$ cat src/rtl/ant_update_scheduler_pkg.sv
// Shared constants and state encoding for the ant-update scheduler, used by the
// initializer, the update datapath and the debug HEX display.
package ant_update_scheduler_pkg;

    localparam int ANT_num      = 4;
    localparam int ANT_num_bits = 2;

    typedef enum logic [2:0] {
        ST_IDLE  = 3'd0,
        ST_ISSUE = 3'd1,
        ST_WAIT  = 3'd2,
        ST_DONE  = 3'd3
    } sched_state_e;

    // Width that can hold 0..max_val, never less than one bit.
    function automatic int cnt_width(input int max_val);
        return (max_val < 2) ? 1 : $clog2(max_val + 1);
    endfunction

endpackage

$ cat src/rtl/ant_update_scheduler_sat_counter.sv
// Saturating up-counter with increment enable and asynchronous clear; holds at
// all-ones once reached.
module sat_counter #(
    parameter int N = 8
) (
    input  logic         clk,
    input  logic         rst,
    input  logic         inc,
    output logic [N-1:0] cnt
);

    logic [N-1:0] cnt_q;
    logic [N-1:0] cnt_d;

    // NOTE: every always_comb output gets a default first, so no path leaves it unassigned and no latch is inferred.
    always_comb begin
        cnt_d = cnt_q;
        if (inc && (cnt_q != '1)) begin
            cnt_d = cnt_q + N'(1);
        end
    end

    // NOTE: state flops use non-blocking assignments and an asynchronous clear in the sensitivity list.
    always_ff @(posedge clk or posedge rst) begin
        if (rst) begin
            cnt_q <= '0;
        end else begin
            cnt_q <= cnt_d;
        end
    end

    assign cnt = cnt_q;

endmodule

$ cat src/rtl/ant_update_scheduler.sv
// Game-loop sequencer: on each tick, issues one start per ant and waits for its
// done (or a timeout) before moving on, then pulses frame_done.
module ant_update_scheduler
    import ant_update_scheduler_pkg::*;
#(
    parameter int ANT_NUM     = ANT_num,
    parameter int ANT_ID_BITS = ANT_num_bits,
    parameter int TIMEOUT_CYC = 255,
    parameter int CNT_BITS    = 8
) (
    input  logic                   Clk,
    input  logic                   RESET_SIM,
    input  logic                   SETUP_MODE,
    input  logic                   tick,
    output logic                   upd_start,
    output logic [ANT_ID_BITS-1:0] upd_ant_id,
    input  logic                   upd_done,
    output logic                   busy,
    output logic                   frame_done,
    output logic [CNT_BITS-1:0]    overrun_cnt,
    output logic [CNT_BITS-1:0]    timeout_cnt,
    output logic [2:0]             state_o
);

    localparam int WAIT_BITS = cnt_width(TIMEOUT_CYC);

    sched_state_e           state_q, state_d;
    logic [ANT_ID_BITS-1:0] ant_id_q, ant_id_d;
    logic [WAIT_BITS-1:0]   wait_q, wait_d;

    logic last_ant;
    logic wait_expired;
    logic timeout_inc;
    logic overrun_inc;

    assign last_ant     = (ant_id_q == ANT_ID_BITS'(ANT_NUM - 1));
    // wait_q counts completed WAIT cycles, so the TIMEOUT_CYC-th cycle sees TIMEOUT_CYC-1.
    assign wait_expired = (wait_q == WAIT_BITS'(TIMEOUT_CYC - 1));

    always_ff @(posedge Clk or posedge RESET_SIM) begin
        if (RESET_SIM) begin
            state_q  <= ST_IDLE;
            ant_id_q <= '0;
            wait_q   <= '0;
        end else begin
            state_q  <= state_d;
            ant_id_q <= ant_id_d;
            wait_q   <= wait_d;
        end
    end

    always_comb begin
        state_d     = state_q;
        ant_id_d    = ant_id_q;
        wait_d      = wait_q;
        timeout_inc = 1'b0;
        unique case (state_q)
            ST_IDLE: begin
                ant_id_d = '0;
                if (tick && !SETUP_MODE) begin
                    state_d = ST_ISSUE;
                end
            end
            ST_ISSUE: begin
                wait_d  = '0;
                state_d = ST_WAIT;
            end
            ST_WAIT: begin
                wait_d = wait_q + WAIT_BITS'(1);
                if (upd_done || wait_expired) begin
                    // A done in the expiry cycle still counts as a completion.
                    timeout_inc = !upd_done;
                    if (last_ant) begin
                        state_d = ST_DONE;
                    end else begin
                        ant_id_d = ant_id_q + ANT_ID_BITS'(1);
                        state_d  = ST_ISSUE;
                    end
                end
            end
            ST_DONE: begin
                ant_id_d = '0;
                state_d  = ST_IDLE;
            end
            default: begin
                ant_id_d = '0;
                state_d  = ST_IDLE;
            end
        endcase

        // The initializer reclaiming the datapath aborts the frame silently.
        if (SETUP_MODE && (state_q != ST_IDLE)) begin
            state_d     = ST_IDLE;
            ant_id_d    = '0;
            timeout_inc = 1'b0;
        end
    end

    always_comb begin
        upd_start   = (state_q == ST_ISSUE);
        frame_done  = (state_q == ST_DONE);
        busy        = (state_q != ST_IDLE);
        upd_ant_id  = ant_id_q;
        state_o     = state_q;
        overrun_inc = tick && (state_q != ST_IDLE);
    end

    sat_counter #(.N(CNT_BITS)) u_overrun_cnt (
        .clk (Clk),
        .rst (RESET_SIM),
        .inc (overrun_inc),
        .cnt (overrun_cnt)
    );

    sat_counter #(.N(CNT_BITS)) u_timeout_cnt (
        .clk (Clk),
        .rst (RESET_SIM),
        .inc (timeout_inc),
        .cnt (timeout_cnt)
    );

endmodule

$ cat config.mk
export PLATFORM = sky130hd
export DESIGN_NAME = ant_update_scheduler
export DESIGN_NICKNAME = d
export VERILOG_FILES = /design/src/rtl/ant_update_scheduler_pkg.sv /design/src/rtl/ant_update_scheduler_sat_counter.sv /design/src/rtl/ant_update_scheduler.sv
export SDC_FILE = /design/constraint.sdc
export NUM_CORES = 1
export LEC_CHECK = 0
export ABC_AREA = 0
export BUFFER_PORTS_ARGS = -buffer_cell sky130_fd_sc_hd__buf_2
export CAP_MARGIN = 40
export CORE_UTILIZATION = 54
export DETAILED_ROUTE_END_ITERATION = 10
export GPL_ROUTABILITY_DRIVEN = 0
export PLACE_DENSITY = 0.78
export SLEW_MARGIN = 25
export SYNTH_ARGS = -nofsm -noshare
export SYNTH_HDL_FRONTEND = slang
export SYNTH_SLANG_ARGS = --single-unit
$ cat constraint.sdc
create_clock -name Clk -period 2.4 [get_ports Clk]
set_input_delay 0.12 -clock Clk [delete_from_list [all_inputs] [get_ports Clk]]
set_output_delay 0.12 -clock Clk [all_outputs]
set_load 0.05 [all_outputs]
Yosys cells after proc, flatten, opt, wreduce, memory -nomap -nowiden
Cells that the tools add are included.
{ "op_classes": {"reduce_logical": 13, "n_mux": 13, "n_eq_ne": 11, "n_addsub": 4} }
{ "op_table": {"columns": ["op", "n"], "rows": [
  ["adder 8 x 1 -> 8 bit (second input constant)", 3],
  ["!= test 8 bit (second input constant)", 2],
  ["one-hot mux 8 bit (2 select lines)", 1],
  ["2-to-1 mux 3 bit", 3],
  ["!= test 3 bit (second input constant)", 3],
  ["one-hot mux 3 bit (3 select lines)", 1],
  ["== test 8 bit (second input constant)", 1],
  ["2-to-1 mux 2 bit", 4],
  ["== test 3 x 2 -> 1 bit (second input constant)", 2],
  ["logical AND 1 bit", 5],
  ["one-hot mux 2 bit (2 select lines)", 1],
  ["== test 3 x 1 -> 1 bit (second input constant)", 1],
  ["zero test 3 bit", 1],
  ["2-to-1 mux 1 bit", 3],
  ["AND reduction 3 bit", 1],
  ["nonzero test 3 bit", 1],
  ["adder 2 x 1 -> 2 bit (second input constant)", 1],
  ["== test 2 bit (second input constant)", 1],
  ["zero test 1 bit", 2],
  ["!= test 2 x 1 -> 1 bit (second input constant)", 1],
  ["AND reduction 2 bit", 1],
  ["nonzero test 2 bit", 1],
  ["logical OR 1 bit", 1]
]} }
{ "totals": {"reg_bits": 29, "input_bits": 5, "output_inout_bits": 24} }

Logic depth before layout (Yosys ltp)
{ "depth": {"depth_word": 6, "mapped_depth": 8, "mapped_depth_nobuf": 6} }

By module
A second synthesis with hierarchy kept.
{ "unflattened": {"cells_unflattened": 164, "hier_area_um2": 1659.1} }
{ "modules_own_cells": {"columns": ["module", "cells_each", "instances", "seq_area_each_um2", "area_per_inst_um2"], "rows": [
  ["sat_counter", 38, 2, 200.2, 419.2],
  ["ant_update_scheduler", 88, 1, 300.3, 820.8]
]} }

Least setup slack after synthesis
No wires, ideal clock.
{ "synth_path": {"path_type": "reg-to-reg", "from": "reg state_q[0] (netlist: state_o[0])", "to": "reg u_timeout_cnt.cnt_q[1] (netlist: u_timeout_cnt.cnt[1])", "path_buffers": 2, "t_required_ns": 2.272, "path_slack_ns": 0.142, "arrival_ns": 2.130, "stages_incl_launch_ff": 9, "period_less_slack_ns": 2.258, "cell_sequence": "dfrtp_1 > inv_1 > ha_1 > buf_6 > inv_4 > or3_4 > buf_6 > nor3_4 > mux2_1"} }
{ "synth_between": {"elab_chain_len": 4} }
{ "synth_rtl": {"columns": ["element", "line_no", "rtl"], "rows": [
  ["start, declared", "ant_update_scheduler.sv:27", "sched_state_e state_q, state_d;"],
  ["start signal, assigned", "ant_update_scheduler.sv:46", "state_q <= state_d;"],
  ["== test 3 x 2 -> 1 bit or nonzero test 3 bit (tied branches)", "ant_update_scheduler.sv:57, ant_update_scheduler.sv:92", null],
  ["2-to-1 mux 1 bit or logical AND 1 bit (tied branches)", "ant_update_scheduler.sv:57, ant_update_scheduler.sv:92", null],
  ["2-to-1 mux 1 bit (*)", "ant_update_scheduler.sv:92", "if (SETUP_MODE && (state_q != ST_IDLE)) begin"],
  ["logical AND 1 bit (*)", "ant_update_scheduler_sat_counter.sv:18", "if (inc && (cnt_q != '1)) begin"],
  ["end signal, assigned", "ant_update_scheduler_sat_counter.sv:28", "cnt_q <= cnt_d;"],
  ["end, declared", "ant_update_scheduler_sat_counter.sv:12", "logic [N-1:0] cnt_q;"]
]} }
Mark *: on every way between the ends. The rest lies on a longest branch, timed or not.
A chain may end at the register's enable or synchronous reset.

Worst setup path in the final report
Same ends and word-level chain as after synthesis.

==> run metrics <==
outcome finished, final reports clean; clock-pin slew on the worst setup and hold paths 0.14 ns; Leakage 0.8597 nW; Worst Path Class, Setup reg -> reg; Synth Area per Inst 10.59 um2; min Tclk post-route 2.024 ns; diode count 0; period utilization 0.8433; hold path startpoint SETUP_MODE; crit path launch state_o[0]$_DFFE_PP0P_; Cell Area, Synth 1568 um2; final setup skew 0.006481 ns; Async SR Flop Fraction 1.000; Slowest cell on crit path dfrtp_1; Place WS 0.3921 ns; H-tree Lvls 1; HP Class in -> reg; CP required 2.63 ns; commonest cells after routing, fill and taps aside dfrtp_1, buf_2, nand2_1, nor2_1, ha_1; worst-skew pair later-pin latency 0.33 ns; P per Cell Area 1023 nW/um2; RR Startpoint state_o[0]$_DFFE_PP0P_; DR WL/cell 13.75 um; Final Power 0.001794 W; MaxCap Viol Count 0; first-pass GRT wire length 4.940 mm; setup TNS 0 ns; Hold Slack 0.1225 ns; CTS tree yes; Core Util, Final 0.6361; global route total overflow 0; Die X 55.88 um; Synth Warn # 0; RSZ-0062 raised after global routing no; Worst Setup Start Kind flop; post-synthesis sequential area ratio 0.4469; Peak VDD IR 1.160 mV; vias 1168; Post-Synth Adder-Cell Area 0.07183; postcts setup bufs 0; gate count of the mapped netlist 148; endpoints failing setup 0; Max stage delay on crit path 0.46 ns; initial antenna violation count 0; cts bufs inserted 3; post-synth cell types 44; DRT Pass-1 Iters 4; ys flop type dfrtp_1; number of global-route vias before repair 1108; Max Clk Rate 494.1 MHz; area fraction in compound gates after synthesis 0.08460; post-detail-place hpwl 2.206 mm; die height 55.88 um; Layout area overhead 11.89%; Root Buffer clkbuf_4; Post-CTS Hold Fix Bufs 1; largest family of logic cells by synthesized area simple AND/OR/NAND/NOR gates; Total Routing Usage GR 0.2022; Post-synth EDFFs 0; total core area 2758 um2; die footprint 3123 um2; mux contribution to synthesized area 0.04868; routed vias/inst 5.615; most common cell after layout, fill and taps aside dfrtp_1; final worst setup slack 0.3760 ns; Slew HR 0.6356; final hold vios 0; clock sinks 28; largest net degree at the start of global routing 29; DRC 0; maximum clock path buffer count 2; final WL 2.860 mm; Initial Utilization 0.5685; Rows 19; Least-Margin Pin Slew 0.5456 ns; XOR/XNOR Fraction of Synth Area 0.08380; max-slew violations 0; crit-path cells inv_1 -> ha_1 -> nor2b_1 -> or3_4 -> nor3_4 -> mux2_1; FILL cells 229; io pins 29; layout cells sized above 1 0.2542; ANT nets after route 0; Nets 193; count of input and output buffers 27; area share of and/or/nand/nor cells after synthesis 0.2163; syn_nets 162; 1st-iter DRT viols 48; Critical Path AT 2.25 ns; post-CTS sizing 0; #FFs+latches synth 28; worst-path maximum fanout 6; Setup crit end kind flop
==> synth_stat cells, types with 2 or more instances <==
master / instances / area share
a21oi_1: 3 / 0.0096
a31oi_1: 2 / 0.0080
and3_1: 3 / 0.012
buf_6: 2 / 0.014
dfrtp_1: 28 / 0.45
ha_1: 9 / 0.072
inv_1: 8 / 0.019
mux2_1: 4 / 0.029
mux2i_1: 2 / 0.013
nand2_1: 13 / 0.031
nand3_1: 5 / 0.016
nand4_1: 6 / 0.024
nor2_1: 9 / 0.022
nor3_1: 3 / 0.0096
nor4_2: 2 / 0.016
o21ai_0: 7 / 0.022
o31ai_1: 2 / 0.0096
xnor2_1: 8 / 0.045
xor2_1: 7 / 0.039
==> power by group <==
group	total [W]	switching [W]	internal (W)
sequential	0.000669	0.000110	0.000558
clock	0.000189	0.000130	0.0000590
combinational	0.000936	0.000672	0.000265
==> sequential cells by signal (all words and copies together), names as in the netlist <==
signal             cells
state_o                2
u_overrun_cnt.cnt      8
u_timeout_cnt.cnt      8
upd_ant_id             2
wait_q                 8
==> cells by family (layout without fill, tap and decap cells) <==
| family | count (synthesis) | in the layout |
|---|---|---|
| other | 1 | 1 |
| and+or+nand+nor | 55 | 55 |
| DFF | 28 | 28 |
| adders and majority gates | 9 | 9 |
| muxes | 7 | 7 |
| buffers and inverters | 13 | 42 |
| AOI/OAI and AO/OA | 20 | 20 |
| xor gates and xnor gates | 15 | 15 |
==> final timing paths <==
check | endpoint | slack [ns] | cells after the start
max | u_timeout_cnt.cnt[1]$_DFFE_PP0P_ | 0.38 | 6
min | state_o[1]$_DFFE_PP0P_ | 0.12 | 4
max in group asynchronous | upd_ant_id[0]$_DFFE_PP0P_ | 1.76 | 4
min in group asynchronous | u_timeout_cnt.cnt[2]$_DFFE_PP0P_ | 0.38 | 4
min reg2reg | u_overrun_cnt.cnt[7]$_DFFE_PP0P_ | 0.50 | 1
max reg2reg | u_timeout_cnt.cnt[1]$_DFFE_PP0P_ | 0.38 | 6
==> through the flow <==
stage,instances,cell area [um2]
after CTS,208,1754
after floorplan,148,1568
after detailed placement,204,1722
final,208,1754
after global routing,208,1754
after global placement,204,1722
==> metal layers <==
metal | up-vias | track usage | part of all wire
li1 | 574 | - | -
met1 | 567 | 0.2804 | 0.48
met2 | 22 | 0.3305 | 0.47
met3 | 5 | 0.02326 | 0.027
met4 | 0 | 0.07317 | 0.017
met5 | - | 0 | 0
==> final cells by class <==
type | instances | area (um2) | share of cell area
multi-input combinational | 107 | 795.8 | 0.4536
sequential | 28 | 700.7 | 0.3994
timing repair buffer | 30 | 160.2 | 0.09130
clock buffer | 3 | 22.52 | 0.01284
inverter | 9 | 36.28 | 0.02068
tap | 31 | 38.79 | 0.02211
==> worst max-delay path: cells and delay by family (launching register included) <==
family,cells,cell delay [ns]
multiplexers,1,0.34
flip-flops,1,0.46
AND/OR/NAND/NOR,3,0.77
adder cells (fa/ha/maj),1,0.23
buffers and inverters,1,0.12
Note: power is estimated with default switching activity, not from simulation.
